===== config.mk =====
export PLATFORM = sky130hd
export DESIGN_NAME = ucsbece154a_memcpy_flat
export DESIGN_NICKNAME = d
export VERILOG_FILES = /design/src/rtl/ucsbece154a_memcpy_if.sv /design/src/rtl/ucsbece154a_memcpy.sv /design/src/flat_wrapper.sv
export SDC_FILE = /design/constraint.sdc
export NUM_CORES = 1
export LEC_CHECK = 0
export CAP_MARGIN = 20
export CORE_MARGIN = 4
export CORE_UTILIZATION = 30
export DETAILED_ROUTE_END_ITERATION = 10
export PLACE_DENSITY = 0.44
export SYNTH_ARGS = -nofsm -noshare
export SYNTH_HDL_FRONTEND = slang
export SYNTH_SLANG_ARGS = --single-unit
export TNS_END_PERCENT = 100

===== constraint.sdc =====
create_clock -name clk -period 6.6 [get_ports clk]
set_clock_uncertainty 0.15 [all_clocks]
set_input_delay 1.32 -clock clk [delete_from_list [all_inputs] [get_ports clk]]
set_output_delay 1.32 -clock clk [all_outputs]
set_load 0.1 [all_outputs]

===== src/rtl/ucsbece154a_memcpy_if.sv =====
// Shared memory-port bundle between the memcpy initiator and the memory/mux side.
interface ucsbece154a_memcpy_if;
  logic        mem_req_o;
  logic [31:0] mem_a_o;
  logic        mem_we_o;
  logic [31:0] mem_wd_o;
  logic [31:0] mem_rd_i;

  modport master (
    output mem_req_o, mem_a_o, mem_we_o, mem_wd_o,
    input  mem_rd_i
  );

  modport slave (
    input  mem_req_o, mem_a_o, mem_we_o, mem_wd_o,
    output mem_rd_i
  );
endinterface


===== src/rtl/ucsbece154a_memcpy.sv =====
// DMA-style word copier: validates a request, then moves words in bursts of up to BURST
// (read burst into a local buffer, write it back out) over the shared memory port.
module ucsbece154a_memcpy #(
  parameter int unsigned TEXT_SIZE = 64,
  parameter int unsigned DATA_SIZE = 64,
  parameter int unsigned BURST     = 4
) (
  input  logic        clk,
  input  logic        reset_n,
  input  logic        start_i,
  input  logic [31:0] src_i,
  input  logic [31:0] dst_i,
  input  logic [15:0] len_i,
  output logic        busy_o,
  output logic        done_o,
  output logic        err_o,
  ucsbece154a_memcpy_if.master mem
);

  localparam logic [33:0] TEXT_START = 34'h000400000;
  localparam logic [33:0] DATA_START = 34'h010000000;
  localparam logic [33:0] TEXT_END   = TEXT_START + 34'(4 * TEXT_SIZE);
  localparam logic [33:0] DATA_END   = DATA_START + 34'(4 * DATA_SIZE);

  localparam int unsigned CW = $clog2(BURST + 1);
  localparam int unsigned IW = (BURST > 1) ? $clog2(BURST) : 1;

  localparam logic [2:0] IDLE  = 3'd0;
  localparam logic [2:0] CHECK = 3'd1;
  localparam logic [2:0] READ  = 3'd2;
  localparam logic [2:0] WRITE = 3'd3;
  localparam logic [2:0] FIN   = 3'd4;

  logic [2:0]    state_q;
  logic [31:0]   src_q, dst_q;
  logic [15:0]   rem_q;
  logic [CW-1:0] idx_q, n_q;
  logic [31:0]   burst_q [BURST];

  logic [33:0] src_lo, src_hi, dst_lo, dst_hi;
  logic        src_text, src_data, dst_data, overlap, aligned, valid, last;
  logic [15:0] rem_dec;

  function automatic logic [CW-1:0] burst_of(input logic [15:0] r);
    return (r >= 16'(BURST)) ? CW'(BURST) : CW'(r);
  endfunction

  // 34-bit range math so src/dst + 4*len can never wrap.
  always_comb begin
    src_lo   = {2'b00, src_q};
    dst_lo   = {2'b00, dst_q};
    src_hi   = src_lo + {16'b0, rem_q, 2'b00};
    dst_hi   = dst_lo + {16'b0, rem_q, 2'b00};
    src_text = (src_lo >= TEXT_START) && (src_hi <= TEXT_END);
    src_data = (src_lo >= DATA_START) && (src_hi <= DATA_END);
    dst_data = (dst_lo >= DATA_START) && (dst_hi <= DATA_END);
    overlap  = (src_lo < dst_hi) && (dst_lo < src_hi);
    aligned  = (src_q[1:0] == 2'b00) && (dst_q[1:0] == 2'b00);
    valid    = aligned && (src_text || src_data) && dst_data && !(src_data && overlap);
    last     = (idx_q == n_q - CW'(1));
    rem_dec  = rem_q - 16'd1;
  end

  always_ff @(posedge clk or negedge reset_n) begin
    if (!reset_n) begin
      state_q <= IDLE;
      src_q   <= '0;
      dst_q   <= '0;
      rem_q   <= '0;
      idx_q   <= '0;
      n_q     <= '0;
    end else begin
      case (state_q)
        IDLE: begin
          if (start_i) begin
            src_q   <= src_i;
            dst_q   <= dst_i;
            rem_q   <= len_i;
            state_q <= CHECK;
          end
        end
        CHECK: begin
          idx_q <= '0;
          if (rem_q == 16'd0) begin
            state_q <= FIN;
          end else if (!valid) begin
            state_q <= IDLE;
          end else begin
            n_q     <= burst_of(rem_q);
            state_q <= READ;
          end
        end
        READ: begin
          src_q <= src_q + 32'd4;
          if (last) begin
            idx_q   <= '0;
            state_q <= WRITE;
          end else begin
            idx_q <= idx_q + CW'(1);
          end
        end
        WRITE: begin
          dst_q <= dst_q + 32'd4;
          rem_q <= rem_dec;
          if (last) begin
            idx_q <= '0;
            if (rem_dec == 16'd0) begin
              state_q <= FIN;
            end else begin
              n_q     <= burst_of(rem_dec);
              state_q <= READ;
            end
          end else begin
            idx_q <= idx_q + CW'(1);
          end
        end
        FIN:     state_q <= IDLE;
        default: state_q <= IDLE;
      endcase
    end
  end

  // Buffer contents are don't-care after reset, so no reset term.
  always_ff @(posedge clk) begin
    if (state_q == READ) begin
      burst_q[idx_q[IW-1:0]] <= mem.mem_rd_i;
    end
  end

  always_comb begin
    busy_o        = 1'b0;
    done_o        = 1'b0;
    err_o         = 1'b0;
    mem.mem_a_o   = '0;
    mem.mem_we_o  = 1'b0;
    mem.mem_wd_o  = '0;
    case (state_q)
      CHECK: err_o = (rem_q != 16'd0) && !valid;
      READ: begin
        busy_o      = 1'b1;
        mem.mem_a_o = src_q;
      end
      WRITE: begin
        busy_o       = 1'b1;
        mem.mem_a_o  = dst_q;
        mem.mem_we_o = 1'b1;
        mem.mem_wd_o = burst_q[idx_q[IW-1:0]];
      end
      FIN:     done_o = 1'b1;
      default: ;
    endcase
    mem.mem_req_o = busy_o;
  end

endmodule

===== src/flat_wrapper.sv =====
// flat-port wrapper written by rule: the top's interface ports become plain ports
module ucsbece154a_memcpy_flat 
#(
  parameter int unsigned TEXT_SIZE = 64,
  parameter int unsigned DATA_SIZE = 64,
  parameter int unsigned BURST     = 4
)
  (clk, reset_n, start_i, src_i, dst_i, len_i, busy_o, done_o, err_o, mem_mem_req_o, mem_mem_a_o, mem_mem_we_o, mem_mem_wd_o, mem_mem_rd_i);
  ucsbece154a_memcpy_if mem_i ();
  input  logic clk;
  input  logic reset_n;
  input  logic start_i;
  input  logic [31:0] src_i;
  input  logic [31:0] dst_i;
  input  logic [15:0] len_i;
  output logic busy_o;
  output logic done_o;
  output logic err_o;
  output wire logic [$bits(mem_i.mem_req_o)-1:0] mem_mem_req_o;
  output wire logic [$bits(mem_i.mem_a_o)-1:0] mem_mem_a_o;
  output wire logic [$bits(mem_i.mem_we_o)-1:0] mem_mem_we_o;
  output wire logic [$bits(mem_i.mem_wd_o)-1:0] mem_mem_wd_o;
  input wire logic [$bits(mem_i.mem_rd_i)-1:0] mem_mem_rd_i;
  assign mem_mem_req_o = mem_i.mem_req_o;
  assign mem_mem_a_o = mem_i.mem_a_o;
  assign mem_mem_we_o = mem_i.mem_we_o;
  assign mem_mem_wd_o = mem_i.mem_wd_o;
  assign mem_i.mem_rd_i = mem_mem_rd_i;
  ucsbece154a_memcpy #(.TEXT_SIZE(TEXT_SIZE), .DATA_SIZE(DATA_SIZE), .BURST(BURST)) u_core (.clk(clk), .reset_n(reset_n), .start_i(start_i), .src_i(src_i), .dst_i(dst_i), .len_i(len_i), .busy_o(busy_o), .done_o(done_o), .err_o(err_o), .mem(mem_i));
endmodule

# [Word-level counts from Yosys, hierarchy flattened]
# Memory sizes are Yosys's and may differ from the RTL's.
# Index checks and enable logic that the tools add are counted.
[totals] n_memories=1 ram_bits=128 output_inout_bits=69 inputBits=115 regBits=89
[memory_table] memory="u_core.burst_q" words=4 word_bits=32 rd=1 rd_clocked_by_memory_dff=0 wr=1 line_no="ucsbece154a_memcpy.sv:38" text="logic [31:0] burst_q [BURST];"
[classes] n_reduce_logical=28 magnitude_cmp=10 addsub=7 n_mux=30 eq_ne=11
[ops] cell="$pmux 32 s2" n=3
[ops] cell="$mux 32" n=3
[ops] cell="$le 34x29->1 const B" n=2
[ops] cell="$lt 32x34->1" n=2
[ops] cell="$add 32x18->33" n=2
[ops] cell="$add 32x3->32 const B" n=2
[ops] cell="$ge 32x29->1 const B" n=2
[ops] cell="$mux 3" n=12
[ops] cell="$le 34x23->1 const B" n=1
[ops] cell="$ge 16x3->1 const B" n=2
[ops] cell="$ge 32x23->1 const B" n=1
[ops] cell="$logic_not 16->1" n=2
[ops] cell="$pmux 16 s2" n=1
[ops] cell="$mux 16" n=1
[ops] cell="$reduce_bool 16->1" n=1
[ops] cell="$sub 16x1->16 const B" n=1
[ops] cell="$pmux 3 s2" n=2
[ops] cell="$pmux 3 s4" n=1
[ops] cell="$logic_and 1x1->1" n=10
[ops] cell="$reduce_bool 2->1" n=4
[ops] cell="$eq 3x2->1 const B" n=2
[ops] cell="$mux 1" n=6
[ops] cell="$ne 2x1->1 const B" n=3
[ops] cell="$ne 2x2->1 const B" n=3
[ops] cell="14 further kinds" n=17

# [Logic depth before layout (Yosys ltp)]
[logic_depth] word_depth=10 ltp_mapped=21

# [Worst setup path before layout]
# No wires, ideal clock.
[synth_timing] path_type="register -> output" start="register u_core.rem_q[7]" end="output port err_o" path_stages_with_launch=20 n_path_buf=1 arrival_ns=5.278 slack_ns=-0.148 path_cell_list="dfrtp_1 > ha_1 > clkbuf_1 > a211o_1 > a21oi_1 > o211a_1 > a221o_1 > a2111oi_2 > xnor2_1 > ha_1 > a21o_1 > a21o_1 > nor4_1 > o211ai_1 > o32a_1 > a32oi_1 > o41ai_1 > a31oi_1 > nor2_1 > nor2_1"
[synth_between] elab_chain_cells=10 elab_cells_between_ends=21
[synth_rtl] element="start, declared" line_no="ucsbece154a_memcpy.sv:36" text="logic [15:0] rem_q;"
[synth_rtl] element="start signal, assigned" line_no="ucsbece154a_memcpy.sv:78" text="rem_q <= len_i;"
[synth_rtl] element="start signal, assigned" line_no="ucsbece154a_memcpy.sv:104" text="rem_q <= rem_dec;"
[synth_rtl] element="$add 32x18->33" line_no="ucsbece154a_memcpy.sv:52" text="src_hi = src_lo + {16'b0, rem_q, 2'b00};"
[synth_rtl] element="$le 34x23->1 / $le 34x29->1 (equally long branches)" line_no="ucsbece154a_memcpy.sv:54, ucsbece154a_memcpy.sv:55"
[synth_rtl] element="$logic_and 1x1->1, on equally long branches" line_no="ucsbece154a_memcpy.sv:54, ucsbece154a_memcpy.sv:55"
[synth_rtl] element="$logic_or 1x1->1" line_no="ucsbece154a_memcpy.sv:59" text="valid = aligned && (src_text || src_data) && dst_data && !(src_data && overlap);"
[synth_rtl] element="$logic_and 1x1->1 (3 in series)" line_no="ucsbece154a_memcpy.sv:59"
[synth_rtl] element="$logic_not 1->1"
[synth_rtl] element="$logic_and 1x1->1 *" line_no="ucsbece154a_memcpy.sv:138" text="CHECK: err_o = (rem_q != 16'd0) && !valid;"
[synth_rtl] element="$mux 1 *" line_no="ucsbece154a_memcpy.sv:137" text="case (state_q)"
[synth_rtl] element="end, declared" line_no="flat_wrapper.sv:18" text="output logic err_o;"
# Mark *: on every way between the ends. The rest lies on a longest branch, timed or not.

# [Worst setup path in the final report]
# Ends and elaborated chain as after synthesis.

==> metrics.md <==
| Metric | Value |
|---|---|
| Overall routing resource usage | `20.7%` |
| Ys async rst share | `just over 40%` |
| Worst slew margin | `between 20% and 30%` |
| CTS H-tree depth | `1` |
| First-pass GRT wire length | `85400 µm` |
| CP top delay family | `compound AO/OA/AOI/OAI gates` |
| Syn nets | `1723` |
| DP Cell Count | `2319` |
| Post-layout nets | `1942` |
| Leakage | `~0.0073 µW` |
| IO Pins | `184` |
| CP Cell Sequence | `ha_4 > a211o_1 > a21oi_2 > o211a_1 > a221o_2 > a2111oi_4 > xnor2_2 > ha_1 > a21o_1 > a21o_1 > nor4_2 > o211ai_1 > o32a_1 > a32oi_1 > o41ai_2 > a31oi_1 > buf_4 > nor2_1 > nor2_2 > buf_12` |
| Critical path required time | `5130 ps` |
| Clock sinks | `217` |
| Buffers added on ports | `183` |
| Placement Setup Slack | `94.6 ps` |
| Register Area | `6100 µm²` |
| Core area | `48800 µm²` |
| Fillcell total | `4947` |
| Pint | `3220 µW` |
| Crit path DAT | `between 5000 and 6000 ps` |
| CP bufs+invs | `2` |
| Final hold slack | `~380 ps` |
| Synth Area per Inst | `9.85 µm²` |
| Clk_lat worst skew | `580 ps` |
| Hpwl dp | `between 40000 and 50000 µm` |
| Starting density of the core | `30.3%` |
| Worst path most repeated cell | `a21o_1` |
| RSZ-0062 raised after global routing | `yes` |
| Final setup viols | `0` |
| Via count | `13.1k` |
| Routed WL per cell | `23.3 µm` |
| Top-count cell post-synth | `nor2_1` |
| Post-synth top area cell | `edfxtp_1` |
| Outcome | `finished clean` |
| Top cells by area, synth | `edfxtp_1 26%, dfrtp_1 15%, ha_1 8.7%, mux4_2 4.9%, nor2_1 4.5%` |
| Placement Rows | `81` |
| Fin cells | `2410` |
| Hold crit path type | `reg2reg` |
| DRC | `0` |
| Clock power share | `31.4%` |
| Post-synthesis register bit count | `around 220` |
| Antenna violations before repair | `7` |
| Synth-to-layout area growth | `29.5%` |
| Crit end category | `primary output` |
| Part of the Yosys area used for sequential elements | `41.0%` |
| Largest net degree at the start of global routing | `52` |
| CP max-delay cell | `dfrtp_2` |
| Crit path kind | `reg2out` |
| CTS root buf | `clkbuf_16` |
| Vias in the first global route | `13.5k` |
| Max frequency | `153 MHz` |
| NetSw | `~1800 µW` |
| ANT nets after route | `0` |
| Post-Synthesis Cells | `1503` |
| Die Height | `230 µm` |
| Tcrit/Tclk final | `99.3%` |
| Max-slew violations | `0` |
| Area of the multi-input gates | `approximately 8600 µm²` |
| Seq pwr share | `roughly 34%` |
| Post-Route WL | `56200 µm` |
| GP Congestion | `between 0.9 and 1` |
| Post-route design area | `19200 µm²` |
| Switching portion of total power | `35.7%` |
| Num CTS Buffers | `28` |
| Worst Path Max Fanout | `7` |
| Period minus WS final | `roughly 6600 ps` |
| Top FF cell, synth | `edfxtp_1` |
| Longest Clk Path Bufs | `3` |
| Setup ws final | `47.7 ps` |
| Tightest Pin Transition | `1090 ps` |
| Post-synth EDFFs | `128` |
| Post-Syn Area | `14800 µm²` |
| Startpoint class of the critical path | `register` |
| Maximum vdd ir drop | `approximately 0.21 mV` |
| Yosys top cell area share | `roughly a quarter` |
| Most frequent cells after synthesis | `179 x nor2_1, 128 x edfxtp_1, 107 x nand2_1` |
| Combinational power share | `35.2%` |
| Starting DRT DRC Count | `758` |
| CTS tree | `done` |
| Post-CTS Hold Buffers | `0` |
| MaxCap Viol Count | `0` |
| Yosys warnings | `0` |
| Layout cells sized above 1 | `17.8%` |
| Placed inst area | `about 18000 µm²` |
| Final-report hold violation count | `0` |
| Reg2reg setup slack | `1510 ps` |
| Clk slew on worst S/H paths | `~60 ps` |
| Grt total ovfl | `0` |
| Via density | `~5.4` |
| Die area | `approximately 53000 µm²` |
| CP max stage delay | `480 ps` |
| Drt first pass iters | `5` |
| Unique masters post-synth | `between 80 and 90` |
| Power per cell area | `approximately 260 nW/µm²` |
| Die width | `between 200 and 250 µm` |
## tightest hold or removal path, cell delays in order (launching register included)
cell and delay [ps]:
dfrtp_1 360, inv_1 60, mux2i_1 70
## worst paths after layout
path	start	to	cells past startpoint
worst max-delay path	u_core.rem_q[7]	err_o	20
worst min-delay path	u_core.n_q[1]	u_core.n_q[1]	2
worst max register to register	u_core.rem_q[7]	u_core.n_q[2]	18
worst min register to register	u_core.n_q[1]	u_core.n_q[1]	2
max in group asynchronous	reset_n	u_core.state_q[0]	2
min in group asynchronous	reset_n	u_core.src_q[22]	1
## cells by family (layout without fill, tap and decap cells)
logic type,Yosys count,after routing,synth area share [%]
simple gates,535,535,17.4
compound gates,382,382,17.7
flops,217,217,41.0
buf+inv,130,371,3.41
fa+ha+maj,105,105,8.98
mux,74,74,7.75
xor+xnor,60,60,3.64
other cells,0,2,0
## per-stage QoR
step	util [%]	setup TNS, ps	total power (µW)
3_3_place_gp	35.8	0	3280
4_1_cts	38.5	0	4970
3_5_place_dp	35.8	0	3280
5_1_grt	39.2	-234	5320
2_1_floorplan	-	0	2700
6_report	39.2	0	5010
## layer usage
metal  vias up  global-route usage, %  share of wire [%]
li1       6161                      -                  -
met1      6488                   28.4                 45
met2       330                   33.8                 46
met3        81                   4.51                6.2
met4         8                   4.63                2.5
met5         -                      0               0.12
## repair_timing
action	in CTS	in global routing
buffers inserted	12	25
pin swaps	18	19
endpoints found under the setup margin	1	1
resized for setup	57	34
## cell usage in the layout (no fill, tap or decap), types with 15 or more instances in the layout
cell and instances:
mux2i_1 40, buf_4 126, o21ai_0 64, dfrtp_1 71
ha_1 81, nand2_1 106, nor2_1 175, nand3_1 47
mux4_2 32, a21oi_1 96, a21o_1 22, a211oi_1 28
dfrtp_2 17, xor2_1 20, clkbuf_16 28, nor3_1 33
ha_4 15, edfxtp_1 128, clkdlybuf4s50_1 148, inv_1 41
nand4_1 30, a311oi_1 16, xnor2_1 36, and3_1 61
## power groups by stage
stage,sequential (µW),clock [µW],combinational [µW]
global route,1680,1670,1970
finish,1680,1570,1760
detailed placement,1690,0,1590
global placement,1690,0,1590
CTS,1670,1620,1690
floorplan,1610,0,1100
## registers in the layout, summed over array words and instances, names as in the netlist
register	count
u_core.burst_q	128
u_core.dst_q	32
u_core.idx_q	3
u_core.n_q	3
u_core.rem_q	16
u_core.src_q	32
u_core.state_q	3
## final cells by class
class                      count  area share, %
clock buffer                  43           4.26
timing repair buffer         277           13.0
clock inverter                 9          0.679
multi-input combinational   1156           45.1
tap                          664           4.34
sequential                   217           31.8
antenna                        2         0.0261
inverter                      42          0.823
Power figures use the tool's default switching activity.
==> RTL change (same settings) <==
Put a register stage on the output `err_o`, with the module's reset. The value now appears one clock later. The other outputs are not delayed to match.
--- a/src/rtl/ucsbece154a_memcpy.sv
+++ b/src/rtl/ucsbece154a_memcpy.sv
@@ -30,6 +30,8 @@
   localparam logic [2:0] READ  = 3'd2;
   localparam logic [2:0] WRITE = 3'd3;
   localparam logic [2:0] FIN   = 3'd4;
+
+  logic err_d;
 
   logic [2:0]    state_q;
   logic [31:0]   src_q, dst_q;
@@ -130,12 +132,12 @@
   always_comb begin
     busy_o        = 1'b0;
     done_o        = 1'b0;
-    err_o         = 1'b0;
+    err_d         = 1'b0;
     mem.mem_a_o   = '0;
     mem.mem_we_o  = 1'b0;
     mem.mem_wd_o  = '0;
     case (state_q)
-      CHECK: err_o = (rem_q != 16'd0) && !valid;
+      CHECK: err_d = (rem_q != 16'd0) && !valid;
       READ: begin
         busy_o      = 1'b1;
         mem.mem_a_o = src_q;
@@ -152,4 +154,12 @@
     mem.mem_req_o = busy_o;
   end
 
+  always_ff @(posedge clk or negedge reset_n) begin
+    if (!reset_n) begin
+      err_o <= '0;
+    end else begin
+      err_o <= err_d;
+    end
+  end
+
 endmodule
Formal check against the unedited RTL: not equivalent (a bounded check fails within 4 cycles, from zero or initial values and one cycle with reset_n low).
==> RTL change against the original RTL <==
Die area shrank 2.5%. Highest routed layer unchanged. Final area down 8.0%. Core utilization fell by 2.2 points. Wire length shrank 6.9%. Worst setup slack improved by 990 ps. Global-route usage shrank 0.71 points. Sequential cell count rose by 1. Critical endpoint is now mem_mem_a_o[9]. Area after synthesis fell by 2.6%. Via count fell by 6.1%.
Power is left out: the tool's default activity adds up to more than one toggle a clock period on the data nets, which glitch-free logic cannot reach.
==> RTL change: results (changes against the original RTL) <==
| Metric | Value |
|---|---|
| Status | finished clean |
| Wire per inst | 23.3 um (about the same) |
| First-pass GRT wire length | 78900 um (-7.6%) |
| Fin nets | 1826 (-6.0%) |
| Hold Startpoint | u_core.idx_q[2] |
| Crit-path slowest cell | clkdlybuf4s50_1 |
| Hold Crit Endpoint | u_core.idx_q[2] |
| Worst slack at placement | 1280 ps (+1190 ps) |
| M1 wire length | 23400 um (-7.9%) |
| Met2 Track Usage GR | 32.2% (-1.6 points) |
| Area after DPL | 16800 um^2 (-3.9%) |
| Met3 routed WL | 3520 um (+1.3%) |
| TritonCTS Buffers | 27 (-3.6%) |
| Postcts setup bufs | 0 (-12) |
| Max_slew headroom | 29.7% (+3.0 points) |
| DR iter-0 viols | 948 (+25%) |
| GR met1 Demand/Resource | 27.2% (-1.2 points) |
| Commonest cells post-synth | 128 x edfxtp_1, 128 x nor2_1, 125 x nand2_1, 115 x a21oi_1, 103 x ha_1 |
| Reg2Reg Setup Slack | 1210 ps (-300 ps) |
| Vias in the first global route | 12700 (-6.0%) |
| Worst reg2reg path depth | 19 (+1) |
| Critical Path Fanout Max | 34 (+27) |
| Largest net degree at the start of global routing | 49 (-5.8%) |
| Sequential share of the synthesized area | 42.3% (+1.3 points) |
| Met3 usage | 5.39% (+0.88 points) |
| All-layer global routing usage | 20.0% (-0.71 points) |
| Post-CTS sizing | 0 (-100%) |
[RTL change: stage by stage]
| step | hold WS, ps | instances |
|---|---|---|
| 2_1_floorplan | 346 | 1454 |
| 3_3_place_gp | 384 | 2191 |
| 3_5_place_dp | 384 | 2191 |
| 4_1_cts | 396 | 2239 |
| 5_1_grt | 427 | 2240 |
| 6_report | 394 | 2243 |
[RTL change: logic make-up (layout without fill, tap and decap cells)]
logic type,Yosys count,count (layout),synth area share (%)
multiplexers,41,41,5.68
other,0,3,0
AO/OA/AOI/OAI,397,397,18.2
XOR/XNOR,64,64,3.94
adder cells (fa/ha/maj),106,106,9.30
buffers and inverters,133,304,3.61
flip-flops,218,218,42.3
AND/OR/NAND/NOR,495,495,17.0
[RTL change: area by class of cell]
cell class / instances / area (um^2)
sequential: 218 / 6100
inverter: 48 / 180
clock buffer: 38 / 727
timing repair buffer: 208 / 1960
tap: 615 / 769
fill: 4800 / 30000
multi-input combinational: 1103 / 7810
clock inverter: 10 / 67.6
antenna: 3 / 7.51
[RTL change: worst max-delay path by stage]
stage,start,endpoint,depth (start not counted),slack [ps]
2_1_floorplan,u_core.state_q[2],mem_mem_a_o[25],6,1310
3_3_place_gp,u_core.rem_q[7],u_core.n_q[2],18,1320
3_5_place_dp,u_core.rem_q[6],u_core.n_q[2],20,1280
4_1_cts,u_core.state_q[1],mem_mem_a_o[9],6,940
5_1_grt,u_core.state_q[1],mem_mem_a_o[9],6,760
6_report,u_core.state_q[1],mem_mem_a_o[9],6,1040
[RTL change: worst max-delay path: cells and delay by family, from the launching register on]
family / cells / cell delay, ps
AO/OA/AOI/OAI: 1 / 180
buffers and inverters: 2 / 1590
flip-flops: 1 / 520
AND/OR/NAND/NOR: 3 / 1200
